==> config.mk <==
export PLATFORM = sky130hd
export DESIGN_NAME = debug_mem_arbiter
export DESIGN_NICKNAME = d
export VERILOG_FILES = /design/src/rtl/dbg_arb_pkg.sv /design/src/rtl/debug_mem_arbiter_tag_pipe.sv /design/src/rtl/debug_mem_arbiter.sv
export SDC_FILE = /design/constraint.sdc
export NUM_CORES = 1
export LEC_CHECK = 0
export CORE_AREA = 10 10 114 116
export DETAILED_ROUTE_END_ITERATION = 16
export DIE_AREA = 0 0 124 126
export PLACE_DENSITY_LB_ADDON = 0.05
export SLEW_MARGIN = 20
export SYNTH_ARGS = -nofsm -noshare
export SYNTH_HDL_FRONTEND = slang
export SYNTH_SLANG_ARGS = --single-unit
==> constraint.sdc <==
create_clock -name clk -period 5.47 [get_ports clk]
set_clock_uncertainty 0.1 [all_clocks]
set_input_delay 1.094 -clock clk [delete_from_list [all_inputs] [get_ports clk]]
set_output_delay 1.094 -clock clk [all_outputs]
set_load 0.02 [all_outputs]
==> src/rtl/dbg_arb_pkg.sv <==
// Shared types for the debug/core data-memory arbiter.
// Response tags carry owner and error state down the read pipe.
package dbg_arb_pkg;

    typedef enum logic {
        OWN_CORE = 1'b0,
        OWN_DBG  = 1'b1
    } owner_t;

    typedef struct packed {
        logic   valid;
        owner_t owner;
        logic   err;
    } resp_tag_t;

    localparam logic [3:0] BE_NONE = 4'b0000;

    localparam resp_tag_t TAG_IDLE = '{
        valid: 1'b0,
        owner: OWN_CORE,
        err:   1'b0
    };

endpackage

==> src/rtl/debug_mem_arbiter_tag_pipe.sv <==
// Fixed-depth response tag shift register.
// Tail lines up with mem_rdata MEM_LAT cycles after the grant.
module resp_tag_pipe
    import dbg_arb_pkg::*;
#(
    parameter int MEM_LAT = 2
) (
    input  logic      clk,
    input  logic      rst_n,
    input  resp_tag_t in_tag,
    output resp_tag_t tail,
    output logic      any_valid
);

    resp_tag_t stage [MEM_LAT];

    // Shift tags one stage per cycle; reset drops everything in flight.
    always_ff @(posedge clk or negedge rst_n) begin
        if (!rst_n) begin
            for (int i = 0; i < MEM_LAT; i++) begin
                stage[i] <= TAG_IDLE;
            end
        end else begin
            stage[0] <= in_tag;
            for (int i = 1; i < MEM_LAT; i++) begin
                stage[i] <= stage[i-1];
            end
        end
    end

    assign tail = stage[MEM_LAT-1];

    // Any stage holding a live tag means a response is still owed.
    always_comb begin
        any_valid = 1'b0;
        for (int i = 0; i < MEM_LAT; i++) begin
            any_valid = any_valid | stage[i].valid;
        end
    end

endmodule

==> src/rtl/debug_mem_arbiter.sv <==
// Shares one data-memory port between the core LSU and the debugger.
// Debugger wins when paused or starved; reads return by tag.
module debug_mem_arbiter
    import dbg_arb_pkg::*;
#(
    parameter int MEM_LAT      = 2,
    parameter int DBG_MAX_WAIT = 16
) (
    input  logic        clk,
    input  logic        reset,
    input  logic        mcu_paused,
    input  logic        core_req,
    input  logic        core_we,
    input  logic [31:0] core_addr,
    input  logic [31:0] core_wdata,
    input  logic [3:0]  core_be,
    output logic        core_gnt,
    output logic        core_rvalid,
    output logic [31:0] core_rdata,
    input  logic        dbg_req,
    input  logic        dbg_we,
    input  logic [31:0] dbg_addr,
    input  logic [31:0] dbg_wdata,
    input  logic [3:0]  dbg_be,
    output logic        dbg_gnt,
    output logic        dbg_rvalid,
    output logic [31:0] dbg_rdata,
    output logic        dbg_err,
    output logic        mem_req,
    output logic        mem_we,
    output logic [31:0] mem_addr,
    output logic [31:0] mem_wdata,
    output logic [3:0]  mem_be,
    input  logic [31:0] mem_rdata,
    output logic        busy
);

    localparam int CW = $clog2(DBG_MAX_WAIT + 1);
    localparam logic [CW-1:0] WAIT_MAX = CW'(DBG_MAX_WAIT);

    logic [CW-1:0] wait_cnt;
    logic          dbg_prio;
    logic          dbg_win;
    logic          core_win;
    logic          dbg_be_err;
    resp_tag_t     in_tag;
    resp_tag_t     tail;
    logic          any_valid;

    assign dbg_be_err = (dbg_be == BE_NONE);

    // Pick at most one winner; nothing is granted while in reset.
    always_comb begin
        dbg_prio = mcu_paused
                 || (wait_cnt == WAIT_MAX)
                 || !core_req;
        dbg_win  = reset && dbg_req && dbg_prio;
        core_win = reset && core_req && !dbg_win;
    end

    assign dbg_gnt  = dbg_win;
    assign core_gnt = core_win;

    // Steer the winner onto the memory port; a bad debugger slot stays idle.
    always_comb begin
        mem_req   = 1'b0;
        mem_we    = 1'b0;
        mem_addr  = '0;
        mem_wdata = '0;
        mem_be    = '0;
        unique case (1'b1)
            dbg_win: begin
                if (!dbg_be_err) begin
                    mem_req   = 1'b1;
                    mem_we    = dbg_we;
                    mem_addr  = dbg_addr;
                    mem_wdata = dbg_wdata;
                    mem_be    = dbg_be;
                end
            end
            core_win: begin
                mem_req   = 1'b1;
                mem_we    = core_we;
                mem_addr  = core_addr;
                mem_wdata = core_wdata;
                mem_be    = core_be;
            end
            default: ;
        endcase
    end

    // Count lost debugger cycles so it cannot starve behind the core.
    always_ff @(posedge clk or negedge reset) begin
        if (!reset) begin
            wait_cnt <= '0;
        end else if (!dbg_req || dbg_gnt) begin
            wait_cnt <= '0;
        end else if (wait_cnt != WAIT_MAX) begin
            wait_cnt <= wait_cnt + 1'b1;
        end
    end

    // Build the tag for reads and for rejected debugger requests.
    always_comb begin
        in_tag       = TAG_IDLE;
        in_tag.valid = (core_win && !core_we)
                    || (dbg_win && (!dbg_we || dbg_be_err));
        in_tag.owner = dbg_win ? OWN_DBG : OWN_CORE;
        in_tag.err   = dbg_win && dbg_be_err;
    end

    resp_tag_pipe #(
        .MEM_LAT (MEM_LAT)
    ) u_tag_pipe (
        .clk       (clk),
        .rst_n     (reset),
        .in_tag    (in_tag),
        .tail      (tail),
        .any_valid (any_valid)
    );

    // Route the tail response to its owner; the other side sees zeros.
    always_comb begin
        core_rvalid = tail.valid && (tail.owner == OWN_CORE);
        dbg_rvalid  = tail.valid && (tail.owner == OWN_DBG);
        dbg_err     = dbg_rvalid && tail.err;
        core_rdata  = core_rvalid ? mem_rdata : '0;
        dbg_rdata   = (dbg_rvalid && !tail.err) ? mem_rdata : '0;
    end

    assign busy = any_valid;

endmodule

* Yosys cells after proc, flatten, opt, wreduce, memory -nomap -nowiden
Cells that the tools add are included.
Storage, ports and cells: flip-flop bits (word level) 11, latch bits 0, RAM bits 0, bits in read-only memories 0, output and inout bits 140, memories kept 0
Operators by class: add/subtract/negate cells 1, multipliers 0, divide/modulo/power cells 0, $lt $le $gt $ge 0, eq/ne operators 2, shift operators 0, muxes and demuxes 15, bitwise operators 2, reduce and logical (&&, ||, !) cells 24
Operator list (number):
- 32-bit 2-to-1 mux | 4
- 32-bit one-hot mux with 2 select lines | 2
- 1-bit logical AND | 11
- 5-bit 2-to-1 mux | 2
- 4-bit one-hot mux with 2 select lines | 1
- 1-bit zero test | 6
- 5-bit by 1-bit adder with 5-bit output (second input constant) | 1
- 5-bit == test (second input constant) | 1
- 1-bit logical OR | 5
- 5-bit != test (second input constant) | 1
- 4-bit zero test | 1
- 4-bit 2-to-1 mux | 1
- 1-bit one-hot mux with 2 select lines | 2
- 1-bit 2-to-1 mux | 3
- 2-bit nonzero test | 1
- 1-bit inverter | 1
- 1-bit bitwise OR | 1

* Logic depth before layout (Yosys ltp)
Gate-level depths: netlist (run 1).
depth in word-level cells 8, mapped depth 7, gate-level depth less buffers 5

* Hierarchy
Synthesis (run 1) repeated with hierarchy kept, for this count alone.
Unflattened totals: cells, all modules 226, area total of the unflattened synthesis 1970.6 µm²
Modules (own cells, without submodules):
- debug_mem_arbiter | times used 1, cells an instance 216, area each 1791.7 µm²
- resp_tag_pipe | times used 1, cells an instance 10, area each 178.9 µm²

* Worst setup path before layout (run 1)
No wires, ideal clock.
kind input to output, from input core_req, to output mem_addr[0], data arrival time 2.474 ns, required time 4.276 ns, path slack 1.802 ns, stages 5, buffers on the path 2, cell sequence buf_2 > nor2b_4 > a2111oi_4 > buf_6 > a32o_1
On the way: word-level cells in the longest chain between the ends 6
RTL lines:
- start, declared | line debug_mem_arbiter.sv:12 | input logic core_req,
- 1-bit zero test | line debug_mem_arbiter.sv:56 | || !core_req;
- 1-bit logical OR | line debug_mem_arbiter.sv:56
- 1-bit logical AND | line debug_mem_arbiter.sv:57 | dbg_win = reset && dbg_req && dbg_prio;
- 1-bit zero test | line debug_mem_arbiter.sv:58 | core_win = reset && core_req && !dbg_win;
- 1-bit logical AND | line debug_mem_arbiter.sv:58
- 32-bit one-hot mux with 2 select lines (*) | line debug_mem_arbiter.sv:71 | unique case (1'b1)
- end, declared | line debug_mem_arbiter.sv:31 | output logic [31:0] mem_addr,
Mark *: on every way between the ends. The rest lies on a longest branch, timed or not.

* Worst setup path in the final report (run 1)
from input core_req, to output mem_wdata[6]
On the way: word-level cells in the longest chain between the ends 6
RTL lines:
- 1-bit zero test | line debug_mem_arbiter.sv:56
- 1-bit logical OR | line debug_mem_arbiter.sv:56
- 1-bit logical AND | line debug_mem_arbiter.sv:57
- 1-bit zero test | line debug_mem_arbiter.sv:58
- 1-bit logical AND | line debug_mem_arbiter.sv:58
- 32-bit one-hot mux with 2 select lines (*) | line debug_mem_arbiter.sv:71
- end, declared | line debug_mem_arbiter.sv:32 | output logic [31:0] mem_wdata,
Marks and branches as above.

==> results of run 1 <==
==> layer usage <==
layer | GRT usage (%) | vias to the layer above
li1 | - | 1477
met1 | 15.4 | 1393
met2 | 32.7 | 199
met3 | 9.16 | 8
met4 | 3.25 | 0
met5 | 0 | -
==> layout by cell type (no fill, tap or decap) <==
cell	synthesis	layout
buf_4	0	4
xor2_1	2	2
nand3_1	8	8
diode_2	0	1
ha_1	2	2
a21oi_1	2	2
or4_1	1	1
nand2_1	4	4
o221a_2	1	1
or2_2	1	1
dfrtp_1	11	11
o21ai_4	0	1
a32o_2	54	54
nand4bb_4	1	1
nor2b_1	2	2
inv_1	4	4
nor4_1	2	2
clkbuf_1	21	1
clkdlybuf4s50_1	0	314
a21o_2	1	1
buf_12	0	3
clkbuf_8	0	3
a2111oi_4	1	1
and3_1	2	2
nor3_1	5	5
xnor2_1	2	2
nor2b_4	1	1
mux2i_1	6	6
a32o_1	10	10
inv_2	1	1
nor2_4	0	1
mux2_2	1	1
and4bb_2	1	1
and2_1	67	67
==> worst min path at each step <==
stage                             startpoint                      endpoint  slack (ns)  depth (start not counted)
5_1_grt        u_tag_pipe.stage[3]$_DFF_PN0_  u_tag_pipe.tail[0]$_DFF_PN0_        0.26                          0
6_report       u_tag_pipe.stage[3]$_DFF_PN0_  u_tag_pipe.tail[0]$_DFF_PN0_        0.25                          0
3_3_place_gp   u_tag_pipe.stage[3]$_DFF_PN0_  u_tag_pipe.tail[0]$_DFF_PN0_        0.24                          0
3_5_place_dp   u_tag_pipe.stage[3]$_DFF_PN0_  u_tag_pipe.tail[0]$_DFF_PN0_        0.24                          0
2_1_floorplan  u_tag_pipe.stage[3]$_DFF_PN0_  u_tag_pipe.tail[0]$_DFF_PN0_        0.23                          0
4_1_cts        u_tag_pipe.stage[3]$_DFF_PN0_  u_tag_pipe.tail[0]$_DFF_PN0_        0.25                          0
==> sequential cells by signal (all words and copies together) (netlist names) <==
signal	cells
u_tag_pipe.tail	3
wait_cnt	5
u_tag_pipe.stage	3
==> area by class of cell <==
class	instances	area (µm²)	area share [%]
timing repair buffer	321	3230	61.2
multi-input combinational	179	1530	29.0
sequential	11	275	5.21
tap	140	175	3.32
clock buffer	4	45.0	0.853
inverter	5	18.8	0.356
antenna	1	2.50	0.0474
==> power breakdown <==
part / switching [W] / internal, W
clock: 0.0000303 / 0.0000511
combinational: 0.000168 / 0.000238
sequential: 0.00000197 / 0.0000845
==> stage by stage <==
stage | setup slack, ns | utilization, %
after floorplan | 1.80 | -
after global placement | 0.769 | 48.9
after detailed placement | 0.770 | 48.9
after CTS | 0.747 | 49.3
after global routing | 0.606 | 49.3
final | 0.760 | 49.3
==> cells by family after synthesis <==
family	synth area share [%]
compound gates	39.3
xor+xnor	1.79
fa+ha+maj	1.28
buf+inv	8.93
flops	14.0
mux	3.64
simple gates	31.0
==> worst max-delay path, delay by kind of cell <==
family	cells	cell delay [ns]
AOI/OAI and AO/OA	2	0.67
buffers and inverters	3	1.51
and+or+nand+nor	1	0.21
==> metrics, run 1 <==
status finished clean; drt initial violations 95; CP Capture Point mem_wdata[6]; initial antenna violation count 1; total power around 0.00057 W; Initial Util between 10% and 20%; Synth async-reset ratio between 90% and 100%; PostCTS Resize Cnt 0; routed wire length 15,100 µm; RSZ-0062 raised after global routing false; final critical-path required period between 4 and 5 ns; Worst-Margin Slew between 0.6 and 0.7 ns; Syn Inst Count roughly 220; P_leak around 2.2 nW; H-Tree Depth 1; worst-path fanout max 45; syn avg cell area just under 9 µm²; setup TNS 0 ns; total gr overflow 0; Total GRT Usage 17.1%; Startpoint Class input port; R2R setup slack 3.67 ns; final hold vios 0; Cell Count, Final, Fillers Out between 600 and 700; Hold Path Class reg2reg; CTS tree done; Sink Count 11; Post-CTS Hold Fix Bufs 0; Final nets between 600 and 700; Die Height ~130 µm; period utilization about 86%; Yosys top cell area share a little under a third; Final HPWL DP ~13,000 µm; layout cells sized above 1 approximately 14%; crit path kind in2out; Clock Latency Late Sink 0.24 ns; die area 15,600 µm²; Post-Syn Nets 401; crit path from core_req; R2R Path Start wait_cnt[0]$_DFFE_PN0P_; Peak VDD IR 0.0000527 V; met3 WL 2330 µm; setup repair bufs after CTS 0; crit path capture type primary output; Unique masters post-synth 31; Post-Synthesis Cell Area approximately 2000 µm²; row count 38; crit-path cells clkdlybuf4s50_1, nor2b_4, a2111oi_4, buf_12, a32o_2, clkdlybuf4s50_1; Post-synth EDFFs 0; cts bufs inserted 3; most common cell in the synthesized netlist and2_1; DR WL/cell approximately 23 µm; DRT Pass-1 Iters 4; vias just over 3,000; post-synthesis sequential area ratio roughly 14%; Synth area leaders a32o_2 (31%), and2_1 (21%), dfrtp_1 (14%), a32o_1 (5.1%), clkbuf_1 (4.0%); largest net degree at the start of global routing 55; max incr delay on CP a little under 0.7 ns; antenna-violating nets left 0; Slowest cell on crit path clkdlybuf4s50_1; first-pass GRT wire length 20,600 µm; CP required between 4 and 5 ns; vias in the first global route 3,244; Arr. time, crit path 3.52 ns; #FFs+latches synth 11; Die W ~120 µm; capturing point of the worst reg2reg path u_tag_pipe.stage[3]$_DFF_PN0_; Finished Cell Area approximately 5300 µm²; placeable core region ~11,000 µm²; Fillers slightly above 1,000; Max Used Layer met4; Final setup violation count 0; Layout area overhead 169%; f_max between 200 and 250 MHz; GPL Wtd Cong about 0.85; top post-synthesis cells by count and2_1 (67), a32o_2 (54), clkbuf_1 (21); hold slack between 0.2 and 0.25 ns; vias per cell 4.66; max cap viols 0; yosys warns 0; met1 wire length slightly below 5000 µm; Ports 315; pwr dens 109 nW/µm²; Placed Area between 5000 and 6000 µm²; largest area contributor in the netlist a32o_2; Synth Flop Type dfrtp_1; met2 wire length a little under 8000 µm; worst-case clock buffer depth 2; path depth of the worst reg2reg path 5; placed cells between 600 and 700; clk root buf clkbuf_8; Most common cell on crit path clkdlybuf4s50_1; Max-slew headroom between 50% and 60%; Slew Viols, Final 0; port buffer count 314; Residual DRC 0; clock-pin slew on the worst setup and hold paths 0.05 ns
No activity file was read; power rests on OpenSTA's default activity.
==> run 2: changes to the inputs <==
Settings changed: PLACE_DENSITY_LB_ADDON 0.05 to 0.3, SKIP_LAST_GASP from default to 1.
==> metrics, run 2 (same netlist as run 1, synthesis figures left out) <==
Residual DRC 0; f_max 213 MHz; crit path kind in2out; pwr dens around 110 nW/µm²; Slew Viols, Final 0; die area around 16,000 µm²; most frequent cells in the layout clkdlybuf4s50_1 (313), and2_1 (67), a32o_2 (54), dfrtp_1 (11), a32o_1 (10); Die Height ~130 µm; total gr overflow 0; DRT Pass-1 Iters 4; final hold vios 0; routed wire length 14,300 µm; final critical-path required period 4.69 ns; Fillers approximately 1,000; Final HPWL DP between 10,000 and 15,000 µm; RSZ-0062 raised after global routing false; Sink Count 11; H-Tree Depth 1; drt initial violations approximately 110; GPL Wtd Cong about 0.83; clk root buf clkbuf_8; CTS tree done; vias 3,140; met2 wire length between 7000 and 8000 µm; Max Used Layer met4; port buffer count ~310; Arr. time, crit path about 3.5 ns; largest net degree at the start of global routing 66; Hold Path Class reg2reg; Startpoint Class input port; Worst-Margin Slew between 0.6 and 0.7 ns; crit path capture type primary output; row count 38; total power between 0.0005 and 0.0006 W; Reg area around 280 µm²; worst-path fanout max between 60 and 70; cts bufs inserted 3; period utilization between 80% and 90%; Initial Util 18.3%; met3 WL around 1800 µm; first-pass GRT wire length 19,700 µm; max cap viols 0; layout cells sized above 1 14.6%; setup TNS 0 ns; Ports 315; Total GRT Usage approximately 16%; vias per cell approximately 4.8; ant diodes 0; Final Util approximately 50%; max reg flops 5; Final setup violation count 0; Biggest register wait_cnt; status finished clean; Final nets ~700; initial antenna violation count 0; P_leak 2.19 nW; Die W 124 µm; DR WL/cell approximately 22 µm; setup repair bufs after CTS 0; Layout area overhead 168%; Clock Latency Late Sink between 0.2 and 0.25 ns; met1 wire length roughly 4700 µm; antenna-violating nets left 0; placed cells around 660; Cell Count, Final, Fillers Out 660; vias in the first global route between 3,000 and 4,000; PostCTS Resize Cnt 0; worst-case clock buffer depth 2; CP required roughly 4.3 ns; Max-slew headroom between 50% and 60%; placeable core region approximately 11,000 µm²; Post-CTS Hold Fix Bufs 0; Peak VDD IR 0.0000612 V; commonest non-fill, non-tap cell in the layout clkdlybuf4s50_1; clock-pin slew on the worst setup and hold paths approximately 0.050 ns; multi-input logic area approximately 1500 µm²
## run 2: path summary, 6_finish.rpt
check | from | end | slack [ns] | cells past startpoint
worst max-delay path | core_req | mem_addr[16] | 0.78 | 6
worst min-delay path | u_tag_pipe.stage[4]$_DFF_PN0_ | u_tag_pipe.tail[1]$_DFF_PN0_ | 0.24 | 0
worst max register to register | wait_cnt[0]$_DFFE_PN0P_ | u_tag_pipe.stage[4]$_DFF_PN0_ | 3.73 | 5
max in group asynchronous | reset | wait_cnt[4]$_DFFE_PN0P_ | 3.95 | 2
min in group asynchronous | reset | u_tag_pipe.stage[3]$_DFF_PN0_ | 1.13 | 2
worst min register to register | u_tag_pipe.stage[4]$_DFF_PN0_ | u_tag_pipe.tail[1]$_DFF_PN0_ | 0.24 | 0
## run 2: per-stage QoR
step / setup slack (ns) / hold slack [ns] / cell area [µm²]
floorplan: 1.80 / 0.231 / 1960
global placement: 0.775 / 0.232 / 5220
detailed placement: 0.791 / 0.236 / 5220
CTS: 0.784 / 0.247 / 5260
global route: 0.628 / 0.261 / 5260
finish: 0.777 / 0.245 / 5260
## run 2: critical path: stages
cell and delay [ns]:
clkdlybuf4s50_1 0.63, inv_1 0.13, nor2_4 0.11, buf_4 0.53
a32o_2 0.28, clkdlybuf4s50_1 0.66
## run 2: final cells by class
| type | instances | share of cell area, % |
|---|---|---|
| Clock buffer | 4 | 0.856 |
| Multi-Input combinational cell | 179 | 29.1 |
| Tap cell | 140 | 3.33 |
| Timing Repair Buffer | 321 | 61.2 |
| Inverter | 5 | 0.357 |
| Sequential cell | 11 | 5.23 |
## run 2: metal layers
| layer | track usage (%) | up-vias |
|---|---|---|
| li1 | - | 1478 |
| met1 | 14.9 | 1436 |
| met2 | 31.0 | 208 |
| met3 | 6.26 | 18 |
| met4 | 4.88 | 0 |
| met5 | 0 | - |
## run 2: report_power, final
group / leakage, nW / internal, W / total (W) / switching [W]
logic: 2.02 / 0.000238 / 0.000406 / 0.000168
clock network: 0.0228 / 0.0000511 / 0.0000812 / 0.0000301
registers: 0.149 / 0.0000845 / 0.0000864 / 0.00000187
